--- src/rtl/mem_copy_pkg.sv ---
// Shared types and default widths for the block-move/fill engine.
// Imported by mem_copy_engine and by anything that drives its op input symbolically.
package mem_copy_pkg;

    localparam int MCE_ADDR_W = 8;
    localparam int MCE_DATA_W = 8;

    typedef enum logic [1:0] {
        IDLE,
        READ,
        WRITE,
        DONE
    } mce_state_t;

    typedef enum logic {
        OP_COPY,
        OP_FILL
    } mce_op_t;

endpackage

--- src/rtl/mem_copy_engine.sv ---
// Byte-at-a-time memcpy/memset engine that owns the single data_mem port.
// Idle or done: core signals pass through. Busy: engine drives the port and the core stalls.
module mem_copy_engine
    import mem_copy_pkg::*;
#(
    parameter int ADDR_W = MCE_ADDR_W,
    parameter int DATA_W = MCE_DATA_W
) (
    input  logic              CLK,
    input  logic              RST_N,
    input  logic              start,
    input  logic              op,
    input  logic [ADDR_W-1:0] src_addr,
    input  logic [ADDR_W-1:0] dst_addr,
    input  logic [ADDR_W-1:0] len,
    input  logic [DATA_W-1:0] fill_val,
    input  logic [ADDR_W-1:0] core_addr,
    input  logic [DATA_W-1:0] core_din,
    input  logic              core_we,
    output logic [DATA_W-1:0] core_dout,
    output logic [ADDR_W-1:0] mem_addr,
    output logic [DATA_W-1:0] mem_din,
    output logic              mem_we,
    input  logic [DATA_W-1:0] mem_dout,
    output logic              busy,
    output logic              done
);

    mce_state_t        r_state;
    mce_state_t        w_next_state;
    mce_op_t           r_op;
    logic [ADDR_W-1:0] r_src_ptr;
    logic [ADDR_W-1:0] r_dst_ptr;
    logic [ADDR_W-1:0] r_cnt;
    logic [DATA_W-1:0] r_data_q;
    logic [DATA_W-1:0] r_fill_q;

    assign core_dout = mem_dout;

    // NOTE: state registers use non-blocking assignments so every flop samples pre-edge values.
    always_ff @(posedge CLK) begin
        if (!RST_N) begin
            r_state   <= IDLE;
            r_op      <= OP_COPY;
            r_src_ptr <= '0;
            r_dst_ptr <= '0;
            r_cnt     <= '0;
            r_data_q  <= '0;
            r_fill_q  <= '0;
        end else begin
            r_state <= w_next_state;
            case (r_state)
                IDLE: begin
                    if (start) begin
                        r_op      <= mce_op_t'(op);
                        r_src_ptr <= src_addr;
                        r_dst_ptr <= dst_addr;
                        r_cnt     <= len;
                        r_fill_q  <= fill_val;
                    end
                end
                READ: r_data_q <= mem_dout;
                WRITE: begin
                    // Pointers wrap naturally at the address width.
                    r_src_ptr <= r_src_ptr + ADDR_W'(1);
                    r_dst_ptr <= r_dst_ptr + ADDR_W'(1);
                    r_cnt     <= r_cnt - ADDR_W'(1);
                end
                default: ;
            endcase
        end
    end

    // NOTE: every output of this block gets a default first, so no path can infer a latch.
    always_comb begin
        w_next_state = r_state;
        mem_addr     = core_addr;
        mem_din      = core_din;
        mem_we       = 1'b0;
        busy         = 1'b0;
        done         = 1'b0;
        case (r_state)
            IDLE: begin
                mem_we = core_we;
                if (start) begin
                    if (len == '0)
                        w_next_state = DONE;
                    else if (mce_op_t'(op) == OP_COPY)
                        w_next_state = READ;
                    else
                        w_next_state = WRITE;
                end
            end
            READ: begin
                busy         = 1'b1;
                mem_addr     = r_src_ptr;
                w_next_state = WRITE;
            end
            WRITE: begin
                busy     = 1'b1;
                mem_addr = r_dst_ptr;
                mem_din  = (r_op == OP_COPY) ? r_data_q : r_fill_q;
                mem_we   = 1'b1;
                if (r_cnt == ADDR_W'(1))
                    w_next_state = DONE;
                else if (r_op == OP_COPY)
                    w_next_state = READ;
                else
                    w_next_state = WRITE;
            end
            DONE: begin
                // Address/data follow the core again, but a write is held off for this cycle.
                done         = 1'b1;
                w_next_state = IDLE;
            end
            default: w_next_state = IDLE;
        endcase
    end

endmodule

--- config.mk ---
export PLATFORM = sky130hd
export DESIGN_NAME = mem_copy_engine
export DESIGN_NICKNAME = d
export VERILOG_FILES = /design/src/rtl/mem_copy_pkg.sv /design/src/rtl/mem_copy_engine.sv
export SDC_FILE = /design/constraint.sdc
export NUM_CORES = 1
export LEC_CHECK = 0
export BUFFER_PORTS_ARGS = -buffer_cell sky130_fd_sc_hd__buf_4
export CAP_MARGIN = 20
export CORE_MARGIN = 1
export CORE_UTILIZATION = 50
export CTS_CLUSTER_DIAMETER = 40
export DETAILED_ROUTE_END_ITERATION = 16
export GPL_TIMING_DRIVEN = 0
export PLACE_DENSITY = 0.84
export SYNTH_ARGS = -nofsm -noshare
export SYNTH_HDL_FRONTEND = slang
export SYNTH_SLANG_ARGS = --single-unit
--- constraint.sdc ---
create_clock -name CLK -period 2.85 [get_ports CLK]
set_clock_uncertainty 0.1 [all_clocks]
set_input_delay 0.285 -clock CLK [delete_from_list [all_inputs] [get_ports CLK]]
set_output_delay 0.285 -clock CLK [all_outputs]
set_load 0.005 [all_outputs]
### Word level (Yosys, flattened, before mapping)

Cells that the tools add are included.

| storage, ports and cells | value |
|---|---|
| bits in registers | 43 |
| latch bits | 0 |
| RAM bits | 0 |
| bits in read-only memories | 0 |
| input port bits | 61 |
| word-level logic and storage cells | 39 |
| memories kept | 0 |

| operators by class | value |
|---|---|
| $add $sub $neg | 3 |
| multipliers | 0 |
| div/mod/pow operators | 0 |
| order comparisons | 0 |
| equal/unequal tests | 5 |
| shift operators | 0 |
| muxes and demuxes | 18 |
| bitwise gates (word level) | 0 |
| reductions and logical operators | 6 |

Operators by type and width:

| operator | number |
|---|---|
| $pmux W8 S2 | 4 |
| $mux W8 | 5 |
| $add A8 B1 Y8 const B | 2 |
| $mux W2 | 5 |
| $eq A8 B1 Y1 const B | 1 |
| $logic_not A8 Y1 | 1 |
| $pmux W2 S4 | 1 |
| $sub A8 B1 Y8 const B | 1 |
| $eq A2 B2 Y1 const B | 2 |
| $reduce_and A2 Y1 | 2 |
| $eq A2 B1 Y1 const B | 1 |
| $logic_not A2 Y1 | 1 |
| $mux W1 | 2 |
| $ne A2 B2 Y1 const B | 1 |
| $pmux W1 S2 | 1 |
| $reduce_bool A2 Y1 | 1 |
| $reduce_or A2 Y1 | 1 |

### Logic depth before layout (Yosys ltp)

Gate-level depths: netlist (run 1).

| depth | value |
|---|---|
| word-level depth | 4 |
| depth in mapped cells | 8 |

### Worst setup path after synthesis (run 1)

OpenSTA, ideal clock, no wires.

| timing | value |
|---|---|
| path type | register to output |
| start | register r_state[0] |
| end | output port mem_addr[4] |
| arrival time | 1421 ps |
| data required time | 2465 ps |
| path slack | 1044 ps |
| stages on the path, launching flop included | 7 |
| path buffers | 2 |
| cell sequence | dfxtp_1 -> inv_1 -> ha_1 -> clkbuf_1 -> clkbuf_1 -> nor2_1 -> a21oi_1 |

| between the ends | value |
|---|---|
| longest elaborated chain between the ends | 2 |
| elaborated cells between the ends (all ways) | 3 |
| classes of those cells | eq/ne (2); mux (1) |

RTL lines:

| element | line | text |
|---|---|---|
| from (decl) | mem_copy_engine.sv:29 | `mce_state_t r_state;` |
| from (signal assigned) | mem_copy_engine.sv:51 | `r_state <= w_next_state;` |
| $eq A2 B2 Y1 or $eq A2 B1 Y1 (tied branches) | mem_copy_engine.sv:82 | `case (r_state)` |
| $pmux W8 S2 (*) | mem_copy_engine.sv:82 |  |
| to (decl) | mem_copy_engine.sv:21 | `output logic [ADDR_W-1:0] mem_addr,` |

Mark *: on every way between the ends. The rest lies on a longest branch, timed or not.

### Worst setup path after layout (run 1)

| timing | value |
|---|---|
| start | register r_state[0] |
| end | output port mem_din[2] |

| between the ends | value |
|---|---|
| longest elaborated chain between the ends | 2 |

RTL lines:

| element | line | text |
|---|---|---|
| $eq A2 B2 Y1 | mem_copy_engine.sv:82 |  |
| $mux W8 | mem_copy_engine.sv:82 |  |
| to (decl) | mem_copy_engine.sv:22 | `output logic [DATA_W-1:0] mem_din,` |

Every way passes these cells.

==> flow_metrics.tcl, run 1 <==
set metrics [dict create \
    netlist_top_cells_area "dfxtp_1 (33%), a21oi_1 (9.8%), mux2i_1 (7.7%)" \
    maxSlewViolCount 0 \
    ctsHtreeMaxLevel 2 \
    final_cells 505 \
    num_rows 25 \
    die_x_um 74.1 \
    synth_top_flop_cell "dfxtp_1" \
    root_buffer "clkbuf_8" \
    syn-num-nets 413 \
    final_util_pct 70.4 \
    postRouteWirelength_um 8050 \
    insertion_delay_ps 300 \
    viasPerCell 5.85 \
    antenna_cells 0 \
    worst_path_max_delay_cell "buf_1" \
    clkSlewWorstSetupHoldPaths_ps 80 \
    mostFrequentLayoutCells "buf_4 (94), a21oi_1 (51), dfxtp_1 (43), nand2_1 (42), nor2_1 (41)" \
    start_util_pct 53.6 \
    yosysTopAreaCellShare_pct 33.1 \
    cp_cell_sequence "inv_1 -> ha_1 -> buf_2 -> buf_2 -> buf_1 -> nor2_1 -> a21oi_1 -> buf_4" \
    grt_first_pass_wirelength_um 12400 \
    num_vias 2955 \
    finalCriticalPeriod_ps 2700 \
    drtIter0Drc 284 \
    overflow 0 \
    synth_cell_types 45 \
    netlist_area_mm2 0.00260 \
    drive_above_1_share_pct 26.0 \
    clock_path_buffers 2 \
    die_h_um 74.1 \
    hold_slack_ps 131 \
    numCtsBuffers 5 \
    synthCells 344 \
    crit_required_ps 2470 \
    grt_start_max_net_pins 14 \
    outcome "complete, no violations" \
    dpl.cell_count 497 \
    async_flop_share_pct 0 \
    postSynthAreaPerCell_um2 7.55 \
    worstSetupPathType "flip-flop to primary output" \
    avgRoutedWirePerCell_um 15.9 \
    nNetsFinal 506 \
    setup-tns-final_ps 0 \
    io_buffers 86 \
    drt_drc_violations_left 0 \
    synth_top_area_cell "dfxtp_1" \
    finalWorstSetupSlack_ps 153 \
    antenna_found_initial 0 \
    finalCritPeriodShare_pct 94.6 \
    cts_tree "yes" \
    relSlewSlack_pct 59.1 \
    min_path_type "input port to flip-flop" \
    cp_data_arrival_time_ps 2310 \
    setup_viol 0 \
    seqCellArea_um2 861 \
    cts_resized 0 \
    max_stage_delay_ps 480 \
    die_area_mm2 0.00549 \
    globalplace.congestion 0.935 \
    finalHoldViolCount 0 \
    critPathBufInv 5 \
    start_kind "flip-flop" \
    path_max_fanout 10 \
    crit_path_frequent_cell "buf_2" \
    synth_edf_count 0 \
    cap_viol_max_count 0 \
    yosysSeqAreaShare_pct 33.1 \
    tightest_slew_ps 607 \
    cts_setup_buffers 0 \
    max_freq_mhz 371 \
    total_power_mw 2.73 \
    final_common_cell "buf_4" \
    fin_area_mm2 0.00341 \
    coreArea_mm2 0.00485 \
    syn_to_final_growth_pct 31.4 \
    multiInputGateArea_mm2 0.00154 \
    io_pins 88 \
    cp-end-kind "primary output" \
    ant_nets 0 \
    yosysWarnings 0 \
    place_ws_ps 541 \
    cts_hold_buffers 0 \
    p_leak_nw 1.43 \
    clock-sinks 43 \
    placed_cell_area_mm2 0.00333 \
    grt_pass1_vias 2710 \
    ys_ff_latch 43 \
    first_pass_iters 5 \
    dpl.hpwl_um 5950 \
    rsz0062_at_grt "no" \
    power_density_mw_per_mm2 799 \
    track_usage_pct 29.6 \
    critical-path-top-delay-family "buffers and inverters" \
    num-fill-cells 409 \
    ir_worst_vdd_mv 0.537 \
]
-- cell usage after synthesis, types with 2 or more instances --
master and number:
o22ai_1 6, nand2b_1 2, a2bb2oi_1 2, o21ai_0 11
nand4_1 2, mux2i_1 20, a22oi_1 9, nor2_1 41
nand2_1 42, a21oi_1 51, o31ai_1 2, o21a_1 4
clkinv_1 2, buf_4 8, nor3_1 8, o2bb2ai_1 2
clkbuf_1 12, a21o_1 2, buf_2 9, buf_1 2
a31oi_1 4, o32ai_1 2, inv_1 7, o31a_1 2
nand3_1 9, ha_1 8, dfxtp_1 43, and3_1 4
nor2b_1 3, nor4_1 5, o211ai_1 2, a211oi_1 5
-- power by group --
part           internal [mW]  leakage (nW)  total (mW)  switching, mW
sequential             0.736         0.353       0.892          0.156
clock                  0.171        0.0412       0.385          0.213
combinational          0.643          1.03        1.45          0.807
-- logic make-up after synthesis --
logic type               after synthesis  synth area share [%]
buffers and inverters                 41                  7.66
multiplexers                          21                  8.14
flip-flops                            43                  33.1
AO/OA/AOI/OAI                        108                  25.3
adder cells (fa/ha/maj)                8                  3.85
AND/OR/NAND/NOR                      123                  21.9
-- final cells by class --
cell class	instances	area share, %
tap	67	2.46
clock buffer	6	2.13
inverter	9	0.990
sequential	43	25.2
buffer	32	4.84
multi-input combinational	260	45.1
timing repair buffer	86	18.9
clock inverter	2	0.367
-- registers in the layout, summed over array words and instances, names as in the netlist --
| signal | count |
|---|---|
| r_cnt | 8 |
| r_data_q | 8 |
| r_dst_ptr | 8 |
| r_fill_q | 8 |
| r_op | 1 |
| r_src_ptr | 8 |
| r_state | 2 |
-- per-layer routing --
metal,routed length [um],GRT usage [%],vias up
met1,3260,40.4,1371
met2,3820,47.7,162
met5,0,0,-
li1,-,-,1409
met3,855,6.10,13
met4,109,8.12,0
-- path summary, 6_finish.rpt --
kind | slack, ps | endpoint | cells past startpoint | from
setup / recovery | 150 | mem_din[2] | 8 | r_state[0]$_SDFFE_PN0P_
hold reg to reg | 360 | r_fill_q[2]$_SDFFE_PN0P_ | 2 | r_fill_q[2]$_SDFFE_PN0P_
hold / removal | 130 | r_fill_q[1]$_SDFFE_PN0P_ | 3 | fill_val[1]
setup reg to reg | 680 | r_src_ptr[0]$_SDFFE_PN0P_ | 8 | r_state[0]$_SDFFE_PN0P_
-- worst register-to-register path, delay by kind of cell, from the launching register on --
family | cells | cell delay (ps)
buffers and inverters | 3 | 620
multiplexers | 1 | 410
flip-flops | 1 | 390
AO/OA/AOI/OAI | 2 | 240
adder cells (fa/ha/maj) | 1 | 210
AND/OR/NAND/NOR | 1 | 90
Note: power is estimated with default switching activity, not from simulation.
==> inputs of run 2 (changes only) <==
--- a/config.mk
+++ b/config.mk
@@ -13,6 +13,7 @@
 export DETAILED_ROUTE_END_ITERATION = 16
 export GPL_TIMING_DRIVEN = 0
 export PLACE_DENSITY = 0.84
+export SETUP_SLACK_MARGIN = 0.2
 export SYNTH_ARGS = -nofsm -noshare
 export SYNTH_HDL_FRONTEND = slang
 export SYNTH_SLANG_ARGS = --single-unit
==> flow_metrics.tcl, run 2 (synthesis gave the netlist of run 1 again) <==
set metrics [dict create \
    cap_viol_max_count 0 \
    ctsHtreeMaxLevel 2 \
    nNetsFinal 506 \
    crit_path_frequent_cell "buf_2" \
    track_usage_pct 29.6 \
    ant_nets 0 \
    path_max_fanout 10 \
    combPwrFrac_pct 53.1 \
    finalCriticalPeriod_ps 2510 \
    num-fill-cells 406 \
    worst_path_max_delay_cell "dfxtp_1" \
    tightest_slew_ps 597 \
    num_rows 25 \
    cts_tree "yes" \
    seqCellArea_um2 861 \
    rsz0062_at_grt "no" \
    clock_path_buffers 2 \
    finalWorstSetupSlack_ps 341 \
    clock-sinks 43 \
    multiInputGateArea_mm2 0.00154 \
    overflow 0 \
    coreArea_mm2 0.00485 \
    cp_cell_sequence "inv_1 -> ha_1 -> buf_2 -> buf_2 -> clkbuf_2 -> nor2_1 -> a21oi_1 -> buf_4" \
    max_freq_mhz 399 \
    cts_hold_buffers 0 \
    start_kind "flip-flop" \
    cp-end-kind "primary output" \
    insertion_delay_ps 300 \
    crit_required_ps 2470 \
    outcome "complete, no violations" \
    drive_above_1_share_pct 26.7 \
    total_power_mw 2.73 \
    num_vias 2952 \
    die_area_mm2 0.00549 \
    power_density_mw_per_mm2 799 \
    min_path_type "input port to flip-flop" \
    worstSetupPathType "flip-flop to primary output" \
    grt_start_max_net_pins 14 \
    dpl.hpwl_um 5950 \
    die_x_um 74.1 \
    swShare_pct 43.0 \
    avgRoutedWirePerCell_um 15.8 \
    viasPerCell 5.85 \
    syn_to_final_growth_pct 31.5 \
    die_h_um 74.1 \
    antenna_cells 0 \
    grt_pass1_vias 2710 \
    clkSlewWorstSetupHoldPaths_ps 80 \
    numCtsBuffers 5 \
    drt_drc_violations_left 0 \
    mostFrequentLayoutCells "buf_4 (94), a21oi_1 (51), dfxtp_1 (43), nand2_1 (42), nor2_1 (41)" \
    io_pins 88 \
    final_common_cell "buf_4" \
    antenna_found_initial 0 \
    finalCritPeriodShare_pct 88.0 \
    place_ws_ps 541 \
    relSlewSlack_pct 59.8 \
    start_util_pct 53.6 \
    root_buffer "clkbuf_8" \
    power_frac_seq_pct 32.7 \
    finalHoldViolCount 0 \
    cp_data_arrival_time_ps 2120 \
    postRouteWirelength_um 8000 \
    final_util_pct 70.5 \
    drtIter0Drc 274 \
    io_buffers 86 \
    first_pass_iters 6 \
    setup-tns-final_ps 0 \
    p_clk_share_pct 14.1 \
    maxSlewViolCount 0 \
    p_leak_nw 1.44 \
    p_int_mw 1.56 \
    max_stage_delay_ps 350 \
    grt_first_pass_wirelength_um 12400 \
    ir_worst_vdd_mv 0.540 \
    globalplace.congestion 0.935 \
    power.switching_mw 1.17 \
    setup_viol 0 \
]
## run 2: cell count changes in the layout (fill, tap and decap cells not counted), sizes merged
cell    before  now
buf        105  103
clkbuf      19   21
## run 2: routing by layer
layer / part of all wire [%] / up-vias / track usage (%)
met3: 10 / 11 / 6.10
met5: 0 / - / 0
li1: - / 1409 / -
met2: 48 / 168 / 47.7
met4: 1.2 / 0 / 8.12
met1: 41 / 1364 / 40.4
## run 2: final cells by class
| class | count | area share (%) |
|---|---|---|
| Sequential cell | 43 | 25.2 |
| Timing Repair Buffer | 86 | 18.9 |
| Inverter | 9 | 0.989 |
| Multi-Input combinational cell | 260 | 45.0 |
| Clock buffer | 6 | 2.12 |
| Buffer | 32 | 4.95 |
| Tap cell | 67 | 2.45 |
| Clock inverter | 2 | 0.366 |
## run 2: repair_timing
item,CTS,global route
hold endpoints to repair,0,0
gates resized for setup,0,4
buffers inserted,0,0
endpoints found under the setup margin,0,9
## run 2: critical path, delay by kind of cell, from the launching register on
| kind | cells | cell delay, ps |
|---|---|---|
| AOI/OAI and AO/OA | 1 | 130 |
| adders and majority gates | 1 | 160 |
| buffers and inverters | 5 | 1090 |
| DFF | 1 | 350 |
| and+or+nand+nor | 1 | 80 |
## run 2: through the flow
step	area (um2)	hold WS (ps)	std cells
6_report	3420	127	505
3_5_place_dp	3330	348	497
3_3_place_gp	3330	344	497
4_1_cts	3410	134	505
5_1_grt	3420	137	505
2_1_floorplan	2600	321	344
## run 2: path summary, 6_finish.rpt
| kind | startpoint | to | slack (ps) | depth (start not counted) |
|---|---|---|---|---|
| hold / removal | fill_val[1] | r_fill_q[1]$_SDFFE_PN0P_ | 130 | 3 |
| hold reg to reg | r_fill_q[2]$_SDFFE_PN0P_ | r_fill_q[2]$_SDFFE_PN0P_ | 360 | 2 |
| setup reg to reg | r_state[0]$_SDFFE_PN0P_ | r_src_ptr[0]$_SDFFE_PN0P_ | 650 | 8 |
| setup / recovery | r_state[0]$_SDFFE_PN0P_ | mem_din[2] | 340 | 8 |
## run 2: power groups by stage
stage | registers, mW | clock network (mW) | logic (mW)
4_1_cts | 0.884 | 0.385 | 1.42
6_report | 0.894 | 0.385 | 1.45
3_3_place_gp | 0.891 | 0 | 1.39
2_1_floorplan | 0.853 | 0 | 0.900
5_1_grt | 0.907 | 0.414 | 1.59
3_5_place_dp | 0.897 | 0 | 1.42
